[config.mk]
export PLATFORM = sky130hd
export DESIGN_NAME = life_gen_sequencer
export DESIGN_NICKNAME = d
export VERILOG_FILES = /design/src/rtl/life_gen_sequencer.sv
export SDC_FILE = /design/constraint.sdc
export NUM_CORES = 1
export LEC_CHECK = 0
export CAP_MARGIN = 20
export CELL_PAD_IN_SITES_DETAIL_PLACEMENT = 1
export CELL_PAD_IN_SITES_GLOBAL_PLACEMENT = 1
export CORE_MARGIN = 10
export CORE_UTILIZATION = 45
export DETAILED_ROUTE_END_ITERATION = 16
export DONT_BUFFER_PORTS = 1
export GPL_ROUTABILITY_DRIVEN = 0
export PLACE_DENSITY = 0.88
export SLEW_MARGIN = 20
export SYNTH_ARGS = -nofsm -noshare
export SYNTH_HDL_FRONTEND = slang
export SYNTH_SLANG_ARGS = --single-unit
export TNS_END_PERCENT = 20
[constraint.sdc]
create_clock -name clk_i -period 5.4 [get_ports clk_i]
set_clock_uncertainty 0.05 [all_clocks]
set_input_delay 1.08 -clock clk_i [delete_from_list [all_inputs] [get_ports clk_i]]
set_output_delay 1.08 -clock clk_i [all_outputs]
set_load 0.05 [all_outputs]
[src/rtl/life_gen_sequencer.sv]
// life_gen_sequencer -- one Game-of-Life generation over a WIDTH x HEIGHT grid.
//
// Reads the current generation row by row from a row RAM (1-cycle read
// latency), keeps a TOP/MID/BOT window of three rows, evaluates one cell per
// clock through a single 8-input popcount and writes each finished row to the
// next-generation row RAM.
//
// Ports:
//   clk_i          clock, rising edge
//   rst_n_i        asynchronous active-low reset
//   start_i        begin a generation (only looked at in IDLE)
//   busy_o         high from the cycle after an accepted start through DONE
//   done_o         one-cycle completion pulse
//   rd_en_o        current-gen row read strobe
//   rd_addr_o      row being read
//   rd_data_i      row data, valid the cycle after rd_en_o
//   wr_en_o        next-gen row write strobe
//   wr_addr_o      row being written
//   wr_data_o      next-gen row, bit c = column c
//   population_o   live cells in the new generation, held until next start
//
// Build option: define LIFE_TORUS_EN for a toroidal grid (edges wrap, edge rows
// really read). Without it the grid has a dead border: out-of-range rows load
// as zero with no read issued, out-of-range columns read as zero.
//
// State | meaning
// IDLE  | waiting for start_i
// FETCH | issue a row read (suppressed for out-of-range rows on a dead border)
// LOAD  | capture rd_data_i into TOP, MID or BOT
// SWEEP | evaluate one column of the MID row per cycle
// WRITE | write the finished row, slide the window down
// DONE  | one-cycle completion pulse

module life_popcount8 (
  input  logic [7:0] bits_i,
  output logic [3:0] cnt_o
);
  always_comb begin
    cnt_o = '0;
    for (int i = 0; i < 8; i++) cnt_o = cnt_o + {3'b000, bits_i[i]};
  end
endmodule

module life_gen_sequencer #(
  parameter int WIDTH  = 8,
  parameter int HEIGHT = 8,
  parameter int AW     = $clog2(HEIGHT),
  parameter int PW     = $clog2(WIDTH*HEIGHT+1)
) (
  input  logic             clk_i,
  input  logic             rst_n_i,
  input  logic             start_i,
  output logic             busy_o,
  output logic             done_o,
  output logic             rd_en_o,
  output logic [AW-1:0]    rd_addr_o,
  input  logic [WIDTH-1:0] rd_data_i,
  output logic             wr_en_o,
  output logic [AW-1:0]    wr_addr_o,
  output logic [WIDTH-1:0] wr_data_o,
  output logic [PW-1:0]    population_o
);

`ifdef LIFE_TORUS_EN
  localparam logic TORUS = 1'b1;
`else
  localparam logic TORUS = 1'b0;
`endif

  localparam int CW = $clog2(WIDTH);
  localparam logic [CW-1:0] COL_LAST = CW'(WIDTH-1);
  localparam logic [AW-1:0] ROW_LAST = AW'(HEIGHT-1);

  typedef enum logic [2:0] {S_IDLE, S_FETCH, S_LOAD, S_SWEEP, S_WRITE, S_DONE} state_t;

  state_t           state_q, state_d;
  logic [AW-1:0]    row_q, row_d;
  logic [CW-1:0]    col_q, col_d;
  logic [1:0]       slot_q, slot_d;
  logic [WIDTH-1:0] top_q, top_d, mid_q, mid_d, bot_q, bot_d;
  logic [WIDTH-1:0] next_row_q, next_row_d;
  logic [PW-1:0]    pop_q, pop_d;

  // Row wanted by the current FETCH/LOAD pair. Slot 0 is row -1, slot 1 is
  // row 0; slot 2 is always the row below the current one, which during
  // priming (row_q = 0) is row 1 and afterwards is row_q+1 (row_q has
  // already advanced in WRITE).
  logic [AW-1:0] fetch_addr;
  logic          fetch_oob;

  always_comb begin
    fetch_addr = '0;
    fetch_oob  = 1'b0;
    case (slot_q)
      2'd0: begin
        fetch_addr = ROW_LAST;
        fetch_oob  = 1'b1;
      end
      2'd1: fetch_addr = '0;
      default: begin
        if (row_q == ROW_LAST) begin
          fetch_addr = '0;
          fetch_oob  = 1'b1;
        end else begin
          fetch_addr = row_q + AW'(1);
        end
      end
    endcase
  end

  logic [CW-1:0] col_l, col_r;
  logic          keep_l, keep_r;
  logic [7:0]    nbrs;
  logic [3:0]    nbr_cnt;
  logic          alive;

  assign col_l  = (col_q == '0)       ? COL_LAST : col_q - CW'(1);
  assign col_r  = (col_q == COL_LAST) ? '0       : col_q + CW'(1);
  assign keep_l = TORUS | (col_q != '0);
  assign keep_r = TORUS | (col_q != COL_LAST);

  assign nbrs = {top_q[col_l] & keep_l, top_q[col_q], top_q[col_r] & keep_r,
                 mid_q[col_l] & keep_l,               mid_q[col_r] & keep_r,
                 bot_q[col_l] & keep_l, bot_q[col_q], bot_q[col_r] & keep_r};

  life_popcount8 u_popcount (
    .bits_i (nbrs),
    .cnt_o  (nbr_cnt)
  );

  assign alive = (nbr_cnt == 4'd3) | (mid_q[col_q] & (nbr_cnt == 4'd2));

  logic [WIDTH-1:0] load_row;

  always_comb begin
    state_d    = state_q;
    row_d      = row_q;
    col_d      = col_q;
    slot_d     = slot_q;
    top_d      = top_q;
    mid_d      = mid_q;
    bot_d      = bot_q;
    next_row_d = next_row_q;
    pop_d      = pop_q;
    load_row   = '0;
    rd_en_o    = 1'b0;
    rd_addr_o  = '0;
    wr_en_o    = 1'b0;
    done_o     = 1'b0;

    case (state_q)
      S_IDLE: begin
        if (start_i) begin
          state_d = S_FETCH;
          row_d   = '0;
          slot_d  = '0;
          pop_d   = '0;
        end
      end
      S_FETCH: begin
        rd_en_o   = TORUS | ~fetch_oob;
        rd_addr_o = fetch_addr;
        state_d   = S_LOAD;
      end
      S_LOAD: begin
        load_row = (fetch_oob & ~TORUS) ? '0 : rd_data_i;
        case (slot_q)
          2'd0:    top_d = load_row;
          2'd1:    mid_d = load_row;
          default: bot_d = load_row;
        endcase
        if (slot_q != 2'd2) begin
          slot_d  = slot_q + 2'd1;
          state_d = S_FETCH;
        end else begin
          col_d   = '0;
          state_d = S_SWEEP;
        end
      end
      S_SWEEP: begin
        next_row_d[col_q] = alive;
        pop_d = pop_q + PW'(alive);
        if (col_q == COL_LAST) state_d = S_WRITE;
        else                   col_d   = col_q + CW'(1);
      end
      S_WRITE: begin
        wr_en_o = 1'b1;
        if (row_q == ROW_LAST) begin
          state_d = S_DONE;
        end else begin
          top_d   = mid_q;
          mid_d   = bot_q;
          row_d   = row_q + AW'(1);
          state_d = S_FETCH;
        end
      end
      S_DONE: begin
        done_o  = 1'b1;
        state_d = S_IDLE;
      end
      default: state_d = S_IDLE;
    endcase
  end

  always_ff @(posedge clk_i or negedge rst_n_i) begin
    if (!rst_n_i) begin
      state_q    <= S_IDLE;
      row_q      <= '0;
      col_q      <= '0;
      slot_q     <= '0;
      top_q      <= '0;
      mid_q      <= '0;
      bot_q      <= '0;
      next_row_q <= '0;
      pop_q      <= '0;
    end else begin
      state_q    <= state_d;
      row_q      <= row_d;
      col_q      <= col_d;
      slot_q     <= slot_d;
      top_q      <= top_d;
      mid_q      <= mid_d;
      bot_q      <= bot_d;
      next_row_q <= next_row_d;
      pop_q      <= pop_d;
    end
  end

  assign busy_o       = (state_q != S_IDLE);
  assign wr_addr_o    = row_q;
  assign wr_data_o    = next_row_q;
  assign population_o = pop_q;

endmodule
# Yosys cells after proc, flatten, opt, wreduce, memory -nomap -nowiden
# Index checks and enable logic that the tools add are counted.
op_classes:
  addsub: 12
  multipliers: 0
  n_div: 0
  order_cmp: 4
  eq_ne: 20
  shifts: 0
  mux: 54
  bitwise_logic: 10
  n_reduce_logical: 20
ops:
  columns: ["op", "count"]
  rows:
  - ["$mux 8", 5]
  - ["$mux 3", 11]
  - ["$pmux 8 s2", 2]
  - ["$bmux 1 s3", 9]
  - ["$add 4x1->4", 6]
  - ["$pmux 3 s2", 3]
  - ["$pmux 3 s5", 1]
  - ["$reduce_and 3->1", 5]
  - ["$mux 1", 14]
  - ["$ne 2x2->1 const B", 7]
  - ["$pmux 7 s2", 1]
  - ["$eq 3x3->1 const B", 4]
  - ["$lt 3x4->1 const B", 3]
  - ["$reduce_bool 2->1", 5]
  - ["$bwmux 8", 1]
  - ["$eq 4x2->1 const B", 2]
  - ["$add 7x1->7", 1]
  - ["$and 1x1->1", 7]
  - ["$mux 7", 1]
  - ["$add 3x1->3 const B", 2]
  - ["$eq 3x2->1 const B", 2]
  - ["$logic_not 3->1", 2]
  - ["$mux 2", 3]
  - ["$reduce_and 2->1", 3]
  - ["other kinds (17)", 20]
totals:
  reg_bits: 50
  latchBits: 0
  mem_bits_rw: 0
  romBits: 0
  input_bits: 11
  output_inout_bits: 25
  wordCells: 129
  memories: 0

# Longest topological paths before layout
depth:
  word_depth: 17
  ltp_mapped: 27
  depth_no_buf: 22

# Cells and area by module
# From an unflattened synthesis, not the netlist that was laid out.
hier_totals:
  hier_cells: 342
  hier_area_um2: 3310.7
by_module_without_submodules:
  columns: ["module", "instances", "cells_each", "area_each_um2"]
  rows:
  - ["life_gen_sequencer", 1, 318, 3120.5]
  - ["life_popcount8", 1, 24, 190.2]

# Worst setup path after synthesis
# OpenSTA, ideal clock, no wires.
synth_path:
  kind: "register -> register"
  startpoint: "reg col_q[0]"
  endpoint: "reg pop_q[6] (netlist: population_o[6])"
  setup_ns: 0.148
  t_arrival_ns: 5.672
  t_required_ns: 5.202
  path_slack_ns: -0.469
  path_stages_with_launch: 27
  synth_period_minus_slack_ns: 5.869
  path_cell_list: "dfrtp_1 -> buf_2 -> inv_1 -> buf_1 -> ha_1 -> buf_2 -> clkbuf_1 -> mux4_2 -> mux2i_1 -> nor2_1 -> ha_1 -> inv_1 -> fa_1 -> fa_1 -> fa_1 -> fa_1 -> nor2_1 -> nand3_1 -> a21o_1 -> buf_1 -> nor2_1 -> ha_1 -> ha_1 -> nand3_1 -> nor2_1 -> nand3_1 -> mux2i_1"
synth_via:
  elab_chain_cells: 17
synth_lines:
  columns: ["item", "line_no", "rtl"]
  rows:
  - ["start: declaration", "78", "logic [CW-1:0] col_q, col_d;"]
  - ["start signal: assignment", "219", "col_q <= col_d;"]
  - ["$add 3x1->3 or $eq 3x3->1 (tied branches)", "118", "assign col_r = (col_q == COL_LAST) ? '0 : col_q + CW'(1);"]
  - ["$mux 3", "118", null]
  - ["$bmux 1 s3", "124", "bot_q[col_l] & keep_l, bot_q[col_q], bot_q[col_r] & keep_r};"]
  - ["$mux 1 (not written as such)", "124", null]
  - ["$and 1x1->1", "124", null]
  - ["$add 1x1->2", "40", "for (int i = 0; i < 8; i++) cnt_o = cnt_o + {3'b000, bits_i[i]};"]
  - ["$add 4x1->4 (6 in a row)", "40", null]
  - ["$eq 4x2->1", "131", "assign alive = (nbr_cnt == 4'd3) | (mid_q[col_q] & (nbr_cnt == 4'd2));"]
  - ["$and 1x1->1", "131", null]
  - ["$or 1x1->1 (*)", "131", null]
  - ["via alive", "115", "logic alive;"]
  - ["$add 7x1->7 (*)", "182", "pop_d = pop_q + PW'(alive);"]
  - ["$pmux 7 s2 (*)", "151", "case (state_q)"]
  - ["end signal: assignment", "225", "pop_q <= pop_d;"]
  - ["end: declaration", "82", "logic [PW-1:0] pop_q, pop_d;"]
# The timed path passes the listed nets; every way through them passes the cells marked *. The select of a mux whose other input is x is not followed.
# A chain may end at the register's enable or synchronous reset.

# Worst setup path after layout
layout_path:
  startpoint: "reg col_q[1]"
  endpoint: "reg pop_q[6] (netlist: population_o[6])"
# Same word-level chain as after synthesis.

==> summary.txt <==
Setup path
  – Crit Path Class: flop to flop
  – Startpoint types: flop
  – Worst EP arrival: 5.30 ns
  – Number of buffers and inverters on the critical path: 2
  – Worst Path Max Fanout: 9
  – Worst path cell trace: inv_2 -> ha_4 -> mux4_2 -> mux2i_1 -> nor2_1 -> ha_1 -> inv_1 -> fa_1 -> fa_1 -> fa_2 -> fa_1 -> nor2_1 -> nand3_1 -> a21o_4 -> nor2_1 -> ha_2 -> ha_2 -> nand3_1 -> nor2_2 -> nand3_1 -> mux2i_1
  – Worst path required time: 5.52 ns
  – Max stage delay on crit path: 0.55 ns
  – Worst path slowest cell: fa_1
  – Top delay family on crit path: adder cells
  – Crit. End Element: flop

GRT
  – Antenna violations before repair: 0
  – GRT overflow: 0
  – Global-route wire length before repair: 15800 um
  – Vias in the first global route: 2982
  – Total track usage: 16.8%
  – Largest net degree at the start of global routing: 51

Route
  – Initial drt markers: 161
  – Router iterations before antenna repair: 4
  – Via count: 2866
  – Total Wirelength: 9720 um
  – Vias/cell: 6.08
  – Routed length per placed instance: 20.6 um
  – Uppermost layer routed: met4
  – Metal-1 WL: 4110 um
  – Residual DRC: 0
  – Routed length on met2: 4880 um
  – Antenna-violating nets left: 0
  – Routed wl met3: 472 um

Finish
  – Filler cells: 853
  – Share of layout cells above drive strength 1: 15.9%
  – Most common cell after layout, fill and taps aside: nand2_1
  – Area Growth Syn to Fin: 6.41%
  – Commonest cells after routing, fill and taps aside: 66 x nand2_1, 49 x dfrtp_1, 31 x nor2_1
  – Final nets: 401
  – Ant. Diodes: 0

Logic synthesis
  – Yosys reg bits: 50
  – Largest cells by area after synthesis: dfrtp_1 36%, nand2_1 7.2%, mux4_2 5.2%, ha_1 5.1%, nand2b_1 3.6%
  – Synth unique cells: 54
  – Synth Flop Type: dfrtp_1
  – Cell area after synthesis: 3440 um2
  – Post-synth EDFFs: 0
  – Area leader, netlist: dfrtp_1
  – Syn_nets: 402
  – Syn Inst Count: 373
  – Avg Inst Size Synth: 9.21 um2
  – Post-synth ARST share: 100%
  – Synth top area share: 36.4%
  – Synth warn: 0
  – Register area share after synthesis: 36.4%

STA
  – Peak Freq: 0.193 GHz
  – Endpoints failing setup: 0
  – Setup TNS: 0 ns
  – Worst Max-Slew Pin Slew: 1.07 ns
  – Fin. Hold Viols: 0
  – Fin. max-slew vios: 0
  – Fin crit share: 95.8%
  – Relative slew slack: 29.2%
  – Period minus WS final: 5.17 ns

Die
  – Num ports: 36
  – Die width: 107 um
  – Num rows: 31
  – Initial core utilization: 46.9%
  – Core box area: 7330 um2
  – Height of the die: 107 um
  – Die ar.: 11500 um2

Clock tree
  – CTS clk-pin slew, worst paths: 0.10 ns
  – CTS buffer count: 5
  – Root Driver: clkbuf_8
  – CTS tree: built
  – Clk sinks: 50
  – Clock latency at the later pin of the worst-skew pair: 0.31 ns
  – Htree depth: 2
  – Post-CTS Hold Fix Bufs: 0
  – Longest Clk Path Bufs: 2

Status
  – Status: finished, final reports clean

Min path
  – Hold crit path type: input pin to asynchronous set/reset pin

Place
  – IO Port Bufs: 0
  – Dpl hpwl: 7280 um

Job
  – Maximum capacitance violations: 0
timing repair:
item	4_1_cts	5_1_grt
buffers inserted	0	6
resized for setup	1	8
setup endpoints to repair	1	3
cloned	0	0
pin swaps	0	4
worst paths after layout:
kind | startpoint | to | slack, ns | cells after the start
max in group asynchronous | rst_n_i | wr_data_o[3] | 4.78 | 0
min in group clk_i | slot_q[0] | slot_q[0] | 0.51 | 1
min | rst_n_i | col_q[0] | 0.40 | 0
min reg2reg | slot_q[0] | slot_q[0] | 0.51 | 1
max | col_q[1] | population_o[6] | 0.23 | 21
max reg2reg | col_q[1] | population_o[6] | 0.23 | 21
kinds of logic (layout without fill, tap and decap cells):
| kind of cell | Yosys count | in the layout | synth area share (%) |
|---|---|---|---|
| buffers and inverters | 36 | 35 | 5.68 |
| and+or+nand+nor | 163 | 163 | 22.7 |
| AOI/OAI and AO/OA | 88 | 88 | 19.5 |
| DFF | 50 | 50 | 36.4 |
| muxes | 18 | 18 | 8.34 |
| adders and majority gates | 18 | 18 | 7.43 |
registers in the layout, indices dropped and copies added (netlist names):
register,count
slot_q,2
wr_addr_o,3
top_q,8
col_q,3
wr_data_o,8
mid_q,8
bot_q,8
population_o,7
state_q,3
cell usage after synthesis, types with 3 or more instances:
master / count
mux4_2: 8
a22oi_1: 6
dfrtp_1: 50
clkbuf_1: 4
and2_1: 5
o31ai_1: 6
a211oi_1: 8
a21oi_1: 9
buf_6: 6
inv_1: 11
o22ai_1: 7
o41ai_1: 3
mux2i_1: 8
nand3_1: 16
fa_1: 4
ha_1: 14
buf_2: 12
a31oi_1: 16
or3_1: 5
nand2b_1: 20
nor2_1: 32
o21ai_0: 7
o21ai_2: 7
nand2_1: 66
nor2b_1: 4
a22o_1: 3
per-layer routing:
layer,up-vias,global-route usage (%)
met1,1437,21.0
met4,0,5.92
li1,1334,-
met5,-,0
met2,71,27.8
met3,24,3.71
worst reg2reg max path, cell delays in order, from the launching register on:
cell and delay [ns]:
dfrtp_1 0.48, inv_2 0.09, ha_4 0.34, mux4_2 0.32, mux2i_1 0.15, nor2_1 0.06, ha_1 0.29, inv_1 0.05
fa_1 0.55, fa_1 0.43, fa_2 0.37, fa_1 0.39, nor2_1 0.10, nand3_1 0.10, a21o_4 0.24, nor2_1 0.12
ha_2 0.19, ha_2 0.19, nand3_1 0.12, nor2_2 0.15, nand3_1 0.10, mux2i_1 0.15
stage by stage:
stage	hold slack, ns	worst slack, ns	cells	area (um2)	utilization (%)
after floorplan	0.451	0.0234	373	3480	-
after global placement	0.486	0.189	458	3500	47.8
after detailed placement	0.489	0.0283	458	3500	47.8
after CTS	0.397	0.0995	465	3590	48.9
after global routing	0.380	-0.0237	471	3660	49.9
final	0.404	0.225	471	3660	49.9
layout make-up:
cell class	instances	area (um2)	area share [%]
inverter	12	47.5	1.30
sequential	50	1250	34.3
clock buffer	6	72.6	1.98
multi-input combinational	287	2020	55.4
clock inverter	1	7.51	0.205
tap	99	124	3.39
timing repair buffer	16	128	3.49
Power is not shown: default switching activity piles up to over one toggle a cycle in this logic, so the estimate is an artifact.
